[config.mk]
export PLATFORM = sky130hd
export DESIGN_NAME = wb_port_arbiter
export DESIGN_NICKNAME = d
export VERILOG_FILES = /design/src/rtl/wb_port_arbiter.sv
export SDC_FILE = /design/constraint.sdc
export NUM_CORES = 1
export LEC_CHECK = 0
export CAP_MARGIN = 25
export CORE_ASPECT_RATIO = 2
export CORE_MARGIN = 2
export CORE_UTILIZATION = 25
export DETAILED_ROUTE_END_ITERATION = 16
export GPL_ROUTABILITY_DRIVEN = 0
export GPL_TIMING_DRIVEN = 0
export RECOVER_POWER = 100
export SETUP_SLACK_MARGIN = 0.05
export SLEW_MARGIN = 0
export SYNTH_ARGS = -nofsm -noshare
export SYNTH_HDL_FRONTEND = slang
export SYNTH_SLANG_ARGS = --single-unit
[constraint.sdc]
create_clock -name clk -period 2.83 [get_ports clk]
set_clock_uncertainty 0.15 [all_clocks]
set_input_delay 0.7075 -clock clk [delete_from_list [all_inputs] [get_ports clk]]
set_output_delay 0.7075 -clock clk [all_outputs]
set_load 0.05 [all_outputs]
[src/rtl/wb_port_arbiter.sv]
// Register-file write-port arbiter: pipeline writeback vs. MDU results, with MDU starvation forcing.
// Optional perf counters (conflict_cnt, force_cnt) are enabled by defining WB_ARB_PERF_EN.
module wb_port_arbiter #(
    parameter int DATA_W       = 64,
    parameter int ADDR_W       = 5,
    parameter int STARVE_LIMIT = 4
) (
    input  logic              clk,
    input  logic              reset,
    input  logic              pipe_valid,
    input  logic [ADDR_W-1:0] pipe_dst,
    input  logic [DATA_W-1:0] pipe_data,
    output logic              pipe_ready,
    input  logic              mdu_valid,
    input  logic [ADDR_W-1:0] mdu_dst,
    input  logic [DATA_W-1:0] mdu_data,
    output logic              mdu_ready,
    output logic              rf_wen,
    output logic [ADDR_W-1:0] rf_waddr,
    output logic [DATA_W-1:0] rf_wdata,
`ifdef WB_ARB_PERF_EN
    output logic [31:0]       conflict_cnt,
    output logic [31:0]       force_cnt,
`endif
    output logic [3:0]        starve_cnt
);

    // state     | meaning
    // NORMAL    | pipeline has priority for the write port
    // FORCE_MDU | MDU waited STARVE_LIMIT cycles and now has priority
    typedef enum logic {NORMAL, FORCE_MDU} state_t;

    localparam logic [3:0] LIMIT = 4'(STARVE_LIMIT);

    state_t            r_state;
    state_t            w_state_nxt;
    logic [3:0]        r_starve;
    logic [3:0]        w_starve_nxt;
    logic              w_pipe_eff;
    logic              w_mdu_eff;
    logic              w_pipe_wr;
    logic              w_mdu_wr;
    logic              r_wen;
    logic [ADDR_W-1:0] r_waddr;
    logic [DATA_W-1:0] r_wdata;

    assign w_pipe_eff = pipe_valid && (pipe_dst != '0);
    assign w_mdu_eff  = mdu_valid  && (mdu_dst  != '0);

    always_comb begin
        pipe_ready   = 1'b0;
        mdu_ready    = 1'b0;
        w_state_nxt  = r_state;
        w_starve_nxt = r_starve;
        if (!reset) begin
            // x0 requests never occupy the port, so they are always accepted
            if (r_state == NORMAL) begin
                pipe_ready = pipe_valid;
                mdu_ready  = mdu_valid && (!w_mdu_eff || !w_pipe_eff);
            end else begin
                mdu_ready  = mdu_valid;
                pipe_ready = pipe_valid && (!w_pipe_eff || !w_mdu_eff);
            end

            if (!mdu_valid || mdu_ready)
                w_starve_nxt = 4'd0;
            else if (r_starve < LIMIT)
                w_starve_nxt = r_starve + 4'd1;

            if (r_state == NORMAL) begin
                if (w_starve_nxt == LIMIT)
                    w_state_nxt = FORCE_MDU;
            end else if (!mdu_valid || mdu_ready) begin
                w_state_nxt = NORMAL;
            end
        end
    end

    assign w_pipe_wr = pipe_ready && w_pipe_eff;
    assign w_mdu_wr  = mdu_ready  && w_mdu_eff;

    always_ff @(posedge clk) begin
        if (reset) begin
            r_state  <= NORMAL;
            r_starve <= 4'd0;
            r_wen    <= 1'b0;
            r_waddr  <= '0;
            r_wdata  <= '0;
        end else begin
            r_state  <= w_state_nxt;
            r_starve <= w_starve_nxt;
            r_wen    <= w_pipe_wr || w_mdu_wr;
            if (w_pipe_wr) begin
                r_waddr <= pipe_dst;
                r_wdata <= pipe_data;
            end else if (w_mdu_wr) begin
                r_waddr <= mdu_dst;
                r_wdata <= mdu_data;
            end
        end
    end

    assign rf_wen     = r_wen;
    assign rf_waddr   = r_waddr;
    assign rf_wdata   = r_wdata;
    assign starve_cnt = r_starve;

`ifdef WB_ARB_PERF_EN
    logic [31:0] r_conflict;
    logic [31:0] r_force;

    always_ff @(posedge clk) begin
        if (reset) begin
            r_conflict <= '0;
            r_force    <= '0;
        end else begin
            if (w_pipe_eff && w_mdu_eff)
                r_conflict <= r_conflict + 32'd1;
            if (r_state == NORMAL && w_state_nxt == FORCE_MDU)
                r_force <= r_force + 32'd1;
        end
    end

    assign conflict_cnt = r_conflict;
    assign force_cnt    = r_force;
`endif

endmodule

==> results of run 1 <==
[flip-flops by register name, summed over array words and instances (netlist names)]
name        count
starve_cnt      4
r_state         1
rf_wen          1
rf_wdata       64
rf_waddr        5
[cell usage in the layout (no fill, tap or decap), drive strengths merged]
| master | instances |
|---|---|
| o21a | 2 |
| and3 | 1 |
| clkdlybuf4s50 | 206 |
| buf | 36 |
| clkinv | 2 |
| a21boi | 1 |
| nor4 | 1 |
| nor4bb | 1 |
| nand2b | 2 |
| a21oi | 4 |
| dfxtp | 75 |
| nor3b | 1 |
| nand3 | 69 |
| or4 | 2 |
| inv | 3 |
| nor2b | 1 |
| o211ai | 1 |
| nand2 | 2 |
| o31ai | 65 |
| ha | 1 |
| a21o | 1 |
| a31oi | 66 |
| xnor2 | 1 |
| clkbuf | 41 |
| bufinv | 3 |
| dlygate4sd2 | 5 |
| nor3 | 4 |
| o211a | 1 |
| o21ai | 73 |
| or2 | 1 |
| nor2 | 5 |
| a311oi | 4 |
[final timing paths]
kind	endpoint	slack, ps	cells after the start
worst max-delay path	pipe_ready	-10	5
worst max register to register	rf_wdata[28]	1030	5
worst min-delay path	starve_cnt[3]	380	2
worst min register to register	starve_cnt[3]	380	2
[where the power goes]
part	switching, µW	total, µW	leakage [µW]	internal, µW
logic	604	1040	0.00152	434
clock network	450	1300	0.000161	852
registers	50.8	1200	0.000627	1150
total	1110	3540	0.00231	2430
[critical path: stages]
cell and delay [ps]:
buf_6 90, or4_4 560, o21a_4 260, a31oi_4 180
buf_6 180
[cells by family after synthesis]
family	share of synthesized area, %
AOI/OAI and AO/OA	37.53
and+or+nand+nor	12.92
DFF	40.90
buffers and inverters	8.078
xor gates and xnor gates	0.2386
adders and majority gates	0.3408
[per-stage QoR]
stage               instances  TNS [ps]  power, µW  utilization, %  hold WS [ps]
floorplan                 444    -154.5       1770               -         567.9
global placement          853    -42240       2236           42.56         344.7
detailed placement        854    -26450       2249           42.64         364.8
CTS                       873    -83.12       3567           45.36         372.3
global route              873    -50.98       3666           45.48         401.8
finish                    873    -10.47       3538           45.48         375.0
[repair_timing]
action	CTS	global route
buffers inserted	6	1
gates resized for setup	46	8
hold buffers	0	0
endpoints found under the setup margin	52	12
pin swaps	6	6
[final cells by class]
type | instances | area, µm²
tap | 192 | 240.2
clock inverter | 5 | 103.9
inverter | 3 | 11.26
timing repair buffer | 225 | 2232
fill | 1429 | 7825
sequential | 75 | 1501
multi-input combinational | 310 | 1932
clock buffer | 9 | 225.2
buffer | 54 | 280.3
[per-layer routing]
metal / wire [µm] / vias to the layer above / global-route usage (%)
met4: 528 / 0 / 8.333
met5: 0 / - / 0
met1: 5858 / 2257 / 21.87
li1: - / 2202 / -
met3: 1018 / 29 / 4.041
met2: 9245 / 202 / 38.27
==> results.ini, run 1 <==
[power_and_ir_drop]
ir_drop_mv = 0.2579
cellPowerDensity_nw_per_um2 = 542.2
p_leak_uw = 0.002310

[outcome]
violations = setup timing
status = finished, violations left

[cts]
cts.htree.levels = 3
cts_root_buf = clkbuf_16
clk_latency_ps = 330
cts_buffers = 9
clk_pin_slew_worst_paths_ps = 60
cts.sink_count = 75
cts_buffer_depth = 2
cts_tree = yes

[worst_setup_path]
path_class = in -> out
crit_path_max_fanout = 3
cp_data_arrival_time_ps = 1980
cp.required_ps = 1970
timing.rr.start = r_state
startpoint = mdu_dst[0]
cp-start-kind = primary input
end_kind = output port

[yosys]
syn_nets = 587
yosysTopAreaCellShare_pct = 40.90
synth_edf_count = 0
synth_area_leader_cell = dfxtp_1
synth_cells = 444
synth_area_per_cell_um2 = 8.268
synthDistinctLibCells = 34
synthTopCellsByArea = dfxtp_1, o31ai_1, a31oi_1, nand3_1, o21ai_0
ys.flop_type = dfxtp_1
synthTopCellsByCount = dfxtp_1, nand3_1, a31oi_1, o31ai_1, o21ai_0
yosysWarnings = 0
ys_seq_area_share_pct = 40.90
synthMostInstantiatedCell = dfxtp_1
async_flop_share_pct = 0
ys_seq_elements = 75
synth_area_um2 = 3671

[timing]
relSlewSlack_pct = 61.86
max_freq_ghz = 0.3521
min_period_ps = 2840
worst_slew_pin_slew_ps = 570.3
final.period_utilization_pct = 100.4
final_max_slew_viol_count = 0
hold_viol_final = 0
rsz0062_at_grt = yes
setup_slack_ps = -10.47
setup_violations = 1

[floorplan]
coreArea_um2 = 14350
io_pins = 218
die-width_um = 89.69
die_h_um = 175.4
num_rows = 62
floorplan.initialDensity_pct = 25.58
fp.dieArea_um2 = 15730

[placed_design]
dpl_worst_slack_ps = -1313
port_buffers = 217
placed_cell_area_um2 = 6120
dpl.hpwl_um = 12750

[layout]
post_route_cells_drive_above_1_share_pct = 9.838
num-nets-final = 821
design_area_um2 = 6526
area_growth_pct = 77.78
diodes = 0

[hold_path]
hold_class = reg -> reg
worstHoldStart = starve_cnt[3]

[route]
viasPerCell = 5.372
drtIter0Drc = 210
vias = 4690
dr.pass1.iters = 5
routed_wl_um = 16650
antenna_left = 0
wire_per_inst_um = 19.07
route.detailed.drc = 0

[grt]
overflow = 0
grt_usage_pct = 20.71
grt_pass1_wl_um = 25330
grt_max_degree = 19
antenna_found_initial = 0
first_global_vias = 4837

[run]
max_cap_violations = 0

Note: power is estimated with default switching activity, not from simulation.
==> run 2, diff against run 1 <==
--- a/config.mk
+++ b/config.mk
@@ -7,13 +7,14 @@
 export LEC_CHECK = 0
 export CAP_MARGIN = 25
 export CORE_ASPECT_RATIO = 2
-export CORE_MARGIN = 2
+export CORE_MARGIN = 1
 export CORE_UTILIZATION = 25
 export DETAILED_ROUTE_END_ITERATION = 16
 export GPL_ROUTABILITY_DRIVEN = 0
 export GPL_TIMING_DRIVEN = 0
 export RECOVER_POWER = 100
 export SETUP_SLACK_MARGIN = 0.05
+export SKIP_LAST_GASP = 1
 export SLEW_MARGIN = 0
 export SYNTH_ARGS = -nofsm -noshare
 export SYNTH_HDL_FRONTEND = slang
==> constraint.sdc (replaced) <==
create_clock -name clk -period 3.7 [get_ports clk]
set_clock_uncertainty 0.15 [all_clocks]
set_input_delay 0.925 -clock clk [delete_from_list [all_inputs] [get_ports clk]]
set_output_delay 0.925 -clock clk [all_outputs]
set_load 0.05 [all_outputs]
==> run 2 against run 1 <==
The run now ends clean. Via count fell by 2.4%. Clock power is 30% lower. Worst hold slack worse by 12 ps. Register-to-register slack better by 920 ps. Wire length fell by 4.2%. Combinational power down 27%. Highest routed layer unchanged.
==> results.ini, run 2 (synthesized netlist as in run 1, its figures left out) <==
[timing]
worst_slew_pin_slew_ps = 1012
rsz0062_at_grt = no
final.period_utilization_pct = 97.70
max_freq_ghz = 0.2766
setup_violations = 0
hold_viol_final = 0
setup_slack_ps = 85.12
relSlewSlack_pct = 32.50
tns_ps = 0
final_max_slew_viol_count = 0
min_period_ps = 3615

[power_and_ir_drop]
finalPower_uw = 2580
cellPowerDensity_nw_per_um2 = 401.2
p_leak_uw = 0.002356
ir_drop_mv = 0.2117

[layout]
area_growth_pct = 75.19
design_area_um2 = 6431
post_route_cells_drive_above_1_share_pct = 6.755
most-common-layout-cells = clkdlybuf4s50_1, dlygate4sd3_1, dfxtp_1, nand3_1
num-nets-final = 819
final_util_pct = 44.81
final_common_cell = clkdlybuf4s50_1
largest_reg_flops = 64
diodes = 0

[cts]
cts_buffers = 9
cts_tree = yes
cts_buffer_depth = 2
clk_latency_ps = 330
cts_hold_buf = 0
clk_pin_slew_worst_paths_ps = 60
cts.htree.levels = 3
cts.sink_count = 75
cts_root_buf = clkbuf_16

[worst_setup_path]
setup.worst_path.end = pipe_ready
startpoint = mdu_dst[0]
worstPathCellList = clkdlybuf4s50_1, or4_4, o21a_4, clkbuf_1, a31oi_4, buf_4
path_buf_inv = 3
crit_path_max_fanout = 3
rrSetupSlack_ps = 1950
r2r-end = rf_wdata[24]
r2r_cells = 5
cp_data_arrival_time_ps = 2540
path_class = in -> out
critPathMaxStageDelay_ps = 460
timing.rr.start = r_state
end_kind = output port
worstSetupPathDepth = 6
cp.required_ps = 2620
path_delay_family = buffers and inverters
cp-start-kind = primary input
slowest_stage = or4_4

[grt]
grt_pass1_wl_um = 24570
antenna_found_initial = 0
overflow = 0
first_global_vias = 4627
grt_usage_pct = 20.87
grt_max_degree = 19

[route]
viasPerCell = 5.245
route.detailed.drc = 0
vias = 4579
drtIter0Drc = 308
wire_per_inst_um = 18.26
routed_wl_um = 15950
antenna_left = 0
dr.pass1.iters = 4

[placed_design]
dpl_worst_slack_ps = -1024
placed_cell_area_um2 = 6110
port_buffers = 217
dpl.hpwl_um = 12160

[floorplan]
fp.dieArea_um2 = 15200
die_h_um = 173.4
die-width_um = 87.69
coreArea_um2 = 14350
io_pins = 218
num_rows = 62
floorplan.initialDensity_pct = 25.58

[hold_path]
hold_class = reg -> reg

[run]
max_cap_violations = 0

[outcome]
status = finished clean

[run 2: changes by cell type in the layout (fill, tap and decap cells not counted), sizes merged, moves of 2 or more]
cell / before / now
buf: 36 / 19
clkdlybuf4s50: 206 / 137
clkinv: 2 / 0
clkinvlp: 0 / 3
dlygate4sd2: 5 / 2
dlygate4sd3: 0 / 75
clkbuf: 41 / 54
bufinv: 3 / 1
[run 2: final cells by class]
| class | count | area [µm²] |
|---|---|---|
| plain buffers | 55 | 270.3 |
| clock buffers | 11 | 242.7 |
| clock inverters | 5 | 61.31 |
| fillers | 1419 | 7920 |
| inverters | 3 | 11.26 |
| multi-input cells | 310 | 1902 |
| flip-flops and latches | 75 | 1501 |
| well taps | 192 | 240.2 |
| repair buffers | 222 | 2202 |
[run 2: metrics by stage]
step,std cells,hold WS (ps)
5_1_grt,873,405.1
3_3_place_gp,853,342.3
6_report,873,362.8
3_5_place_dp,854,353.9
2_1_floorplan,444,567.9
4_1_cts,872,362.5
[run 2: layer usage]
| layer | GRT usage, % | share of wire (%) | vias up |
|---|---|---|---|
| li1 | - | - | 2201 |
| met1 | 22.58 | 37 | 2183 |
| met2 | 38.87 | 55 | 170 |
| met3 | 3.524 | 5.1 | 25 |
| met4 | 8.128 | 2.9 | 0 |
| met5 | 0 | 0 | - |
[run 2: worst min-delay path, delay by kind of cell, from the launching register on]
family / cells / cell delay (ps)
buf+inv: 1 / 90
simple gates: 1 / 50
flops: 1 / 330
[run 2: worst min path at each step]
| stage | from | to | depth (start not counted) |
|---|---|---|---|
| 2_1_floorplan | starve_cnt[3] | starve_cnt[3] | 2 |
| 3_3_place_gp | starve_cnt[3] | starve_cnt[3] | 2 |
| 3_5_place_dp | starve_cnt[3] | starve_cnt[3] | 2 |
| 4_1_cts | starve_cnt[3] | starve_cnt[3] | 2 |
| 5_1_grt | starve_cnt[3] | starve_cnt[3] | 2 |
| 6_report | starve_cnt[3] | starve_cnt[3] | 2 |
[run 2: power breakdown]
group | internal (µW) | switching (µW) | total (µW) | leakage [µW]
sequential | 877 | 35.1 | 912 | 0.000627
combinational | 303 | 456 | 759 | 0.00159
clock | 544 | 365 | 909 | 0.000138
total | 1720 | 857 | 2580 | 0.00236
[run 2: what timing repair did]
action | in CTS | in global routing
pin swaps | 3 | 4
buffers inserted | 3 | 1
resized for setup | 19 | 2
cloned | 0 | 0
endpoints found under the setup margin | 2 | 2
